### config.mk
export PLATFORM = sky130hd
export DESIGN_NAME = alu_32bit
export DESIGN_NICKNAME = d
export VERILOG_FILES = /design/src/rtl/alu_pkg.sv /design/src/rtl/alu_addsub.sv /design/src/rtl/alu_32bit.sv
export SDC_FILE = /design/constraint.sdc
export NUM_CORES = 1
export LEC_CHECK = 0
export BUFFER_PORTS_ARGS = -buffer_cell sky130_fd_sc_hd__buf_2
export CORE_AREA = 3 3 159 161
export CTS_CLUSTER_SIZE = 30
export DETAILED_ROUTE_END_ITERATION = 8
export DIE_AREA = 0 0 162 164
export PLACE_DENSITY = 0.68
export SYNTH_ARGS = -nofsm -noshare
export SYNTH_HDL_FRONTEND = slang
export SYNTH_SLANG_ARGS = --single-unit
### constraint.sdc
create_clock -name clk -period 3.9 [get_ports clk]
set_input_delay 0.39 -clock clk [delete_from_list [all_inputs] [get_ports clk]]
set_output_delay 0.39 -clock clk [all_outputs]
set_load 0.05 [all_outputs]
### src/rtl/alu_pkg.sv
// Shared types and constants for the DLX execute-stage ALU.
// Opcodes 10-12 are only implemented when ALU_EXT_OPS_EN is defined.
package alu_pkg;

   localparam int ALU_W = 32;

   typedef enum logic [3:0] {
      OP_AND   = 4'd0,
      OP_OR    = 4'd1,
      OP_ADD   = 4'd2,
      OP_SUB   = 4'd3,
      OP_XOR   = 4'd4,
      OP_SLL   = 4'd5,
      OP_SRL   = 4'd6,
      OP_SLTU  = 4'd7,
      OP_SLT   = 4'd8,
      OP_SGE   = 4'd9,
      OP_SRA   = 4'd10,
      OP_SEQ   = 4'd11,
      OP_SNE   = 4'd12,
      OP_RSV13 = 4'd13,
      OP_RSV14 = 4'd14,
      OP_RSV15 = 4'd15
   } alu_op_t;

endpackage

### src/rtl/alu_addsub.sv
// 32-bit adder/subtractor; subtraction is a + ~b + 1 so carry means "no borrow".
module alu_addsub
   import alu_pkg::*;
(
   input  logic [ALU_W-1:0] a,
   input  logic [ALU_W-1:0] b,
   input  logic             sub,
   output logic [ALU_W-1:0] sum,
   output logic             carry,
   output logic             overflow
);

   logic [ALU_W-1:0] b_eff_s;

   assign b_eff_s = sub ? ~b : b;
   assign {carry, sum} = {1'b0, a} + {1'b0, b_eff_s} + {32'd0, sub};
   // Same-sign addends producing a sum of the other sign
   assign overflow = (a[ALU_W-1] == b_eff_s[ALU_W-1]) & (sum[ALU_W-1] != a[ALU_W-1]);

endmodule

### src/rtl/alu_32bit.sv
// Registered 32-bit ALU: opcode mux, shifter and output registers.
// Define ALU_EXT_OPS_EN to implement SRA, SEQ and SNE (otherwise reserved).
module alu_32bit
   import alu_pkg::*;
(
   input  logic             clk,
   input  logic             rst,
   input  logic             Valid,
   input  logic [ALU_W-1:0] A,
   input  logic [ALU_W-1:0] B,
   input  logic [3:0]       Op,
   output logic [ALU_W-1:0] Result,
   output logic             Carryout,
   output logic             Overflow,
   output logic             Zero,
   output logic             Set,
   output logic             Done
);

   alu_op_t          op_s;
   logic             sub_s;
   logic [ALU_W-1:0] sum_s;
   logic             carry_s;
   logic             ovf_s;
   logic             slt_s;
   logic             sltu_s;
   logic [ALU_W-1:0] res_s;
   logic             cout_s;
   logic             vflag_s;
   logic             cmp_s;
   logic             zero_s;

   logic [ALU_W-1:0] result_r;
   logic             carry_r;
   logic             ovf_r;
   logic             zero_r;
   logic             set_r;
   logic             done_r;

   assign op_s  = alu_op_t'(Op);
   assign sub_s = (op_s != OP_ADD);

   alu_addsub u_addsub (
      .a        (A),
      .b        (B),
      .sub      (sub_s),
      .sum      (sum_s),
      .carry    (carry_s),
      .overflow (ovf_s)
   );

   assign slt_s  = ovf_s ^ sum_s[ALU_W-1];
   assign sltu_s = ~carry_s;

`ifdef ALU_EXT_OPS_EN
   logic             eq_s;
   logic [ALU_W-1:0] sra_s;

   assign eq_s  = (sum_s == 32'd0);
   assign sra_s = $unsigned($signed(A) >>> B[4:0]);
`endif

   // Opcode mux selecting result and status flags
   always_comb begin
      res_s   = 32'd0;
      cout_s  = 1'b0;
      vflag_s = 1'b0;
      cmp_s   = 1'b0;
      case (op_s)
         OP_AND:  res_s = A & B;
         OP_OR:   res_s = A | B;
         OP_XOR:  res_s = A ^ B;
         OP_ADD, OP_SUB: begin
            res_s   = sum_s;
            cout_s  = carry_s;
            vflag_s = ovf_s;
         end
         OP_SLL:  res_s = A << B[4:0];
         OP_SRL:  res_s = A >> B[4:0];
         OP_SLTU: begin
            cmp_s = sltu_s;
            res_s = {31'd0, sltu_s};
         end
         OP_SLT: begin
            cmp_s = slt_s;
            res_s = {31'd0, slt_s};
         end
         OP_SGE: begin
            cmp_s = ~slt_s;
            res_s = {31'd0, ~slt_s};
         end
`ifdef ALU_EXT_OPS_EN
         OP_SRA:  res_s = sra_s;
         OP_SEQ: begin
            cmp_s = eq_s;
            res_s = {31'd0, eq_s};
         end
         OP_SNE: begin
            cmp_s = ~eq_s;
            res_s = {31'd0, ~eq_s};
         end
`endif
         default: res_s = 32'd0;
      endcase
   end

   assign zero_s = (res_s == 32'd0);

   // Output registers: reset wins, Valid captures, otherwise hold
   always_ff @(posedge clk) begin
      if (rst) begin
         result_r <= 32'd0;
         carry_r  <= 1'b0;
         ovf_r    <= 1'b0;
         zero_r   <= 1'b1;
         set_r    <= 1'b0;
         done_r   <= 1'b0;
      end else if (Valid) begin
         result_r <= res_s;
         carry_r  <= cout_s;
         ovf_r    <= vflag_s;
         zero_r   <= zero_s;
         set_r    <= cmp_s;
         done_r   <= 1'b1;
      end else begin
         done_r   <= 1'b0;
      end
   end

   assign Result   = result_r;
   assign Carryout = carry_r;
   assign Overflow = ovf_r;
   assign Zero     = zero_r;
   assign Set      = set_r;
   assign Done     = done_r;

endmodule

### Yosys cells after proc, flatten, opt, wreduce, memory -nomap -nowiden

Cells that the tools add are included.
Widths: inputs -> output; s select.

| word-level totals | value |
|---|---|
| word-level logic and storage cells | 39 |
| bits of input ports | 71 |
| bits in registers | 37 |
| output and inout port bits | 37 |

| cells by class | value |
|---|---|
| bitwise operators | 8 |
| reduce and logical (&&, ||, !) cells | 3 |
| shift-type cells | 2 |
| equality and inequality tests | 12 |
| add/subtract/negate cells | 2 |
| mux-type cells | 6 |

Operators by type and width:

| kind | number |
|---|---|
| $pmux 32 s9 | 1 |
| $add 32x32->33 | 1 |
| $add 33x1->33 | 1 |
| $and 32x32->32 | 1 |
| $logic_not 32->1 | 1 |
| $mux 32 | 1 |
| $not 32->32 | 1 |
| $or 32x32->32 | 1 |
| $shl 32x5->32 | 1 |
| $shr 32x5->32 | 1 |
| $xor 32x32->32 | 1 |
| $eq 4x3->1 const B | 4 |
| $eq 4x2->1 const B | 2 |
| $eq 4x4->1 const B | 2 |
| $eq 4x1->1 const B | 1 |
| $logic_not 4->1 | 1 |
| $ne 4x2->1 const B | 1 |
| $mux 1 | 3 |
| $pmux 1 s3 | 1 |
| $not 1->1 | 2 |
| $reduce_or 2->1 | 1 |
| $and 1x1->1 | 1 |
| $eq 1x1->1 | 1 |
| $ne 1x1->1 | 1 |
| $xor 1x1->1 | 1 |

### Longest topological paths before layout

| depth | value |
|---|---|
| depth in word-level cells | 10 |
| depth in mapped cells | 19 |
| gate-level depth less buffers | 15 |

### Hierarchy

Synthesis repeated with hierarchy kept, for this count alone.

| second synthesis, totals | value |
|---|---|
| cell total of the unflattened synthesis | 1144 |
| area total of the unflattened synthesis | 9580.4 um^2 |

Modules (own cells, without submodules):

| module | area each (um^2) | instances | seq. area each (um^2) | cells each |
|---|---|---|---|---|
| alu_32bit | 7405.9 | 1 | 740.7 | 835 |
| alu_addsub | 2174.6 | 1 | 0.0 | 309 |

### Worst setup path before layout

No wires, ideal clock.

| path | value |
|---|---|
| path type | in2reg |
| start point | input B[2] |
| end point | register zero_r, in the netlist Zero |
| setup slack | -266 ps |
| setup time | 69 ps |
| buffers on the path | 6 |
| cell stages on the path | 18 |
| required time | 3831 ps |
| arrival time | 4097 ps |
| cell sequence | buf_2 buf_2 buf_2 buf_2 buf_2 buf_2 xnor2_1 ha_1 nand3b_1 o2111a_2 nor4_4 or2_1 a22oi_1 a211o_1 or4_1 nor4_1 nand2_1 o21ai_1 |

| on the way | value |
|---|---|
| word-level cells in the longest chain between the ends | 10 |
| elaborated cells between the ends (all ways) | 16 |
| those cells by class | 2 x add/sub; 1 x eq/ne; 2 x shift; 2 x mux; 8 x bitwise; 1 x reduce/logical |

Ends and longest elaborated chain:

| element | RTL line | RTL |
|---|---|---|
| start, declared | alu_32bit.sv:10 | `input logic [ALU_W-1:0] B,` |
| $not 32->32 | alu_addsub.sv:15 | `assign b_eff_s = sub ? ~b : b;` |
| $mux 32 | alu_addsub.sv:15 |  |
| $add 32x32->33 | alu_addsub.sv:16 | `assign {carry, sum} = {1'b0, a} + {1'b0, b_eff_s} + {32'd0, sub};` |
| $add 33x1->33 | alu_addsub.sv:16 |  |
| $ne 1x1->1 | alu_addsub.sv:18 | `assign overflow = (a[ALU_W-1] == b_eff_s[ALU_W-1]) & (sum[ALU_W-1] != a[ALU_W-1]);` |
| $and 1x1->1 | alu_addsub.sv:18 |  |
| $xor 1x1->1 | alu_32bit.sv:52 | `assign slt_s = ovf_s ^ sum_s[ALU_W-1];` |
| $not 1->1 | alu_32bit.sv:90 | `res_s = {31'd0, ~slt_s};` |
| $pmux 32 s9 (*) | alu_32bit.sv:69 | `case (op_s)` |
| $logic_not 32->1 (*) | alu_32bit.sv:107 | `assign zero_s = (res_s == 32'd0);` |
| end signal, assigned | alu_32bit.sv:122 | `zero_r <= zero_s;` |
| end, declared | alu_32bit.sv:36 | `logic zero_r;` |

Mark *: on every way between the ends. The rest lies on a longest branch, timed or not.
A chain may end at the register's enable or synchronous reset.

### Worst setup path in the final report

| path | value |
|---|---|
| start point | input Op[1] |
| end point | register zero_r, in the netlist Zero |

| on the way | value |
|---|---|
| word-level cells in the longest chain between the ends | 10 |
| elaborated cells between the ends (all ways) | 23 |
| those cells by class | 2 x add/sub; 12 x eq/ne; 2 x mux; 4 x bitwise; 3 x reduce/logical |

Ends and longest elaborated chain:

| element | RTL line | RTL |
|---|---|---|
| start, declared | alu_32bit.sv:11 | `input logic [3:0] Op,` |
| $ne 4x2->1 | alu_32bit.sv:41 | `assign sub_s = (op_s != OP_ADD);` |
| $mux 32 | alu_addsub.sv:15 |  |
| $add 32x32->33 | alu_addsub.sv:16 |  |
| $add 33x1->33 | alu_addsub.sv:16 |  |
| $ne 1x1->1 | alu_addsub.sv:18 |  |
| $and 1x1->1 | alu_addsub.sv:18 |  |
| $xor 1x1->1 | alu_32bit.sv:52 |  |
| $not 1->1 | alu_32bit.sv:90 |  |
| $pmux 32 s9 (*) | alu_32bit.sv:69 |  |
| $logic_not 32->1 (*) | alu_32bit.sv:107 |  |

Marks and branches as above.

==> summary.txt <==
Synth
  • Cell area after synthesis: 9590 um2
  • Synthesized flop and latch total: 37
  • Mapped Cells: between 1000 and 1500
  • EDFF count, synth: 0
  • Dominant register cell in the synthesized netlist: sky130_fd_sc_hd__dfxtp_1
  • Cell types occupying the most area after synthesis: sky130_fd_sc_hd__ha_1 (13%), sky130_fd_sc_hd__dfxtp_1 (7.7%), sky130_fd_sc_hd__mux2i_1 (7.6%)
  • Sequential share of the synthesized area: 7.72%
  • Unique cell type count in the Yosys netlist: 86
  • Nets in the synthesized netlist: approximately 1500
  • Post-synthesis async set-or-reset flop share: 0%
  • Yosys Warn Count: 0
  • Top cell type's share of synthesized area: 12.8%
  • Synthesized area divided by synthesized cell count: 7.15 um2
  • Cell type with the highest aggregate area in the netlist: sky130_fd_sc_hd__ha_1

Drt
  • Avg Vias per Cell: 6.30
  • Wirelength, routed: 49800 um
  • Number of antenna-violating nets in the routed design: 0
  • Detailed router's first-iteration violation count: 1515
  • Pre-Repair DR Iteration Count: 5
  • Detailed-route wire length per cell: between 20 and 30 um
  • DRC violation count after routing: 0
  • Via count: 12100

Pwr
  • Pwr dens: about 220 nW/um2
  • Leak pwr: ~5.6 nW
  • Worst-case vdd ir drop: 226 uV
  • Final Power: 2.71 mW

Global routing
  • Via count of the first global-routing pass: 11400
  • GRT Residual Overflow: 0
  • Pin count of the biggest net entering global routing: 65
  • Aggregate global-route resource usage: 36.0%
  • Global-route wire length before repair: 72500 um
  • Initial antenna violation count: 0

Placed design
  • Place WS: -0.330 ns
  • Placement-stage cell area: between 10000 and 15000 um2
  • Count of buffers from port buffering: 107
  • GP Congestion: 1.06
  • HPWL after detailed placement: 40700 um

Hold path
  • HP Class: register to register

Clocking
  • Root buffer cell: sky130_fd_sc_hd__clkbuf_16
  • Bufs on Longest Clock Path: 2
  • Clock sink total: 37
  • Clock Pin Slew Worst Setup and Hold Paths: 0.06 ns
  • CTS tree: built
  • Skew-Pair Late Insertion Delay: 0.28 ns
  • H-tree levels: 2
  • Clock buffers created by TritonCTS: 5

Die
  • Starting density of the core: 39.8%
  • Horizontal die dimension: approximately 160 um
  • Die height: 164 um
  • Die area: 26600 um2
  • Core area: between 20000 and 25000 um2
  • Total number of placement rows: 57
  • IO Pins: 108

Final layout
  • Area added between synthesis and finish: 29.3%
  • Number of fillers in the final layout: 2480
  • Antenna cell count: 0
  • Number of nets in the finished design: 1768
  • Share of post-route cells with drive strength above 1: around 30%
  • Post-route cell area: 12400 um2

Timing
  • Max-Slew Margin vs Limit: 32.1%
  • Setup slack of the critical path after layout: 0.0691 ns
  • Final slew viol count: 0
  • Number of hold violations in the final report: 0
  • Achievable Freq: 261 MHz
  • Minimum clock period: approximately 3.8 ns
  • Number of endpoints failing setup at the final stage: 0
  • Post-route clock period utilization: 98.2%
  • Post-route clock skew: 0 ns
  • Transition time at the pin with the least slew margin: 1.00 ns

Setup path
  • Critical Path Fanout Max: 6
  • Path type of the worst setup path: input pin to register
  • Category of the worst setup path capture point: register
  • Worst path arrival time: 4.05 ns
  • Worst Path Required: 4.11 ns
  • CP Launch Type: input pin

Run
  • Number of maximum-capacitance violations: 0

Outcome
  • Result of the run: finished clean
[synth_stat cells (all sizes together) (22+ instances only)]
library cell	n
mux2i	73
nand3	23
mux4	27
o211ai	27
a22oi	22
nor2	134
ha	98
a21oi	88
o22ai	25
a211oi	41
inv	73
xnor2	35
dfxtp	37
buf	42
clkbuf	71
nor3	37
o21ai	76
nand2	137
[layout by cell type, fill, tap and decap left out, types with 13 or more instances in the layout]
cell type	instances
sky130_fd_sc_hd__nor3_1	33
sky130_fd_sc_hd__o21a_1	14
sky130_fd_sc_hd__o21ai_0	67
sky130_fd_sc_hd__o211ai_1	26
sky130_fd_sc_hd__a21oi_1	79
sky130_fd_sc_hd__buf_4	249
sky130_fd_sc_hd__a221oi_1	15
sky130_fd_sc_hd__xor2_1	13
sky130_fd_sc_hd__a22oi_1	21
sky130_fd_sc_hd__mux4_2	27
sky130_fd_sc_hd__nand2_1	136
sky130_fd_sc_hd__mux2i_1	73
sky130_fd_sc_hd__o22ai_1	25
sky130_fd_sc_hd__nand3_1	23
sky130_fd_sc_hd__nor2_1	132
sky130_fd_sc_hd__dfxtp_1	37
sky130_fd_sc_hd__nand4_1	20
sky130_fd_sc_hd__inv_1	70
sky130_fd_sc_hd__ha_1	97
sky130_fd_sc_hd__mux2_2	20
sky130_fd_sc_hd__a211oi_1	40
sky130_fd_sc_hd__xnor2_1	33
sky130_fd_sc_hd__buf_2	104
[metrics by stage]
| stage | hold slack [ns] | setup TNS, ns | std cells | utilization, % |
|---|---|---|---|---|
| after global placement | 0.462 | -0.342 | 1901 | 49.6 |
| after floorplan | 0.629 | 0 | 1342 | - |
| after CTS | 0.470 | 0 | 1909 | 50.3 |
| after global routing | 0.488 | -0.0468 | 1923 | 51.4 |
| after detailed placement | 0.466 | -0.488 | 1901 | 49.6 |
| final | 0.467 | 0 | 1923 | 51.4 |
[critical path, stage by stage]
cell	delay, ns
sky130_fd_sc_hd__buf_2	0.12
sky130_fd_sc_hd__nor4b_4	0.14
sky130_fd_sc_hd__buf_4	0.14
sky130_fd_sc_hd__clkbuf_16	0.16
sky130_fd_sc_hd__buf_4	0.13
sky130_fd_sc_hd__nand2_1	0.05
sky130_fd_sc_hd__o21ai_0	0.14
sky130_fd_sc_hd__fa_2	0.40
sky130_fd_sc_hd__nand2b_1	0.18
sky130_fd_sc_hd__a211oi_2	0.29
sky130_fd_sc_hd__buf_4	0.17
sky130_fd_sc_hd__o21ai_0	0.16
sky130_fd_sc_hd__o21ai_2	0.28
sky130_fd_sc_hd__o311ai_0	0.16
sky130_fd_sc_hd__a21oi_1	0.19
sky130_fd_sc_hd__nand2_1	0.09
sky130_fd_sc_hd__or4_4	0.42
sky130_fd_sc_hd__nor4_2	0.22
sky130_fd_sc_hd__nand2_1	0.08
sky130_fd_sc_hd__o21ai_1	0.12
[final cells by class]
class                      count  area (um2)  share of cell area [%]
multi-input combinational   1118        8270                    66.7
timing repair buffer         362        2560                    20.7
sequential                    37         741                    5.97
tap                          324         405                    3.27
inverter                      74         278                    2.24
clock buffer                   6         129                    1.04
clock inverter                 2        10.0                  0.0807
[layer usage]
layer  GRT usage, %  routed length, um  vias to the layer above
met4           13.2               2410                        0
met1           49.2              21300                     5820
li1               -                  -                     5533
met5              0                  0                        -
met2           58.3              22300                      649
met3           4.44               3730                      114
[report_power, final]
part | switching, mW | internal (mW)
Combinational | 1.14 | 0.766
Clock | 0.154 | 0.235
Sequential | 0.0142 | 0.405
[state kept, by name, indices dropped and copies added, names as in the netlist]
signal	count
Carryout	1
Result	32
Done	1
Overflow	1
Set	1
Zero	1
[timing repair]
item | 4_1_cts | 5_1_grt
setup buffers | 0 | 14
gates cloned | 0 | 1
hold buffers | 0 | 0
endpoints found under the hold margin | 0 | 0
gates resized for setup | 2 | 39
pin swaps | 0 | 30
endpoints found under the setup margin | 1 | 3
[path summary, 6_finish.rpt]
kind	startpoint	endpoint	slack, ns	cells after the start
setup / recovery	Op[1]	Zero	0.07	20
hold / removal	Result[16]	Result[16]	0.47	2
setup reg to reg	Result[5]	Result[5]	3.16	2
hold reg to reg	Result[16]	Result[16]	0.47	2
[logic make-up after synthesis]
logic type | count (synthesis) | share of synthesized area, %
simple gates | 439 | 21.5
flops | 37 | 7.72
mux | 120 | 16.3
compound gates | 412 | 29.1
buf+inv | 187 | 8.04
fa+ha+maj | 99 | 13.0
xor+xnor | 48 | 4.38
No activity file was read; power rests on OpenSTA's default activity.
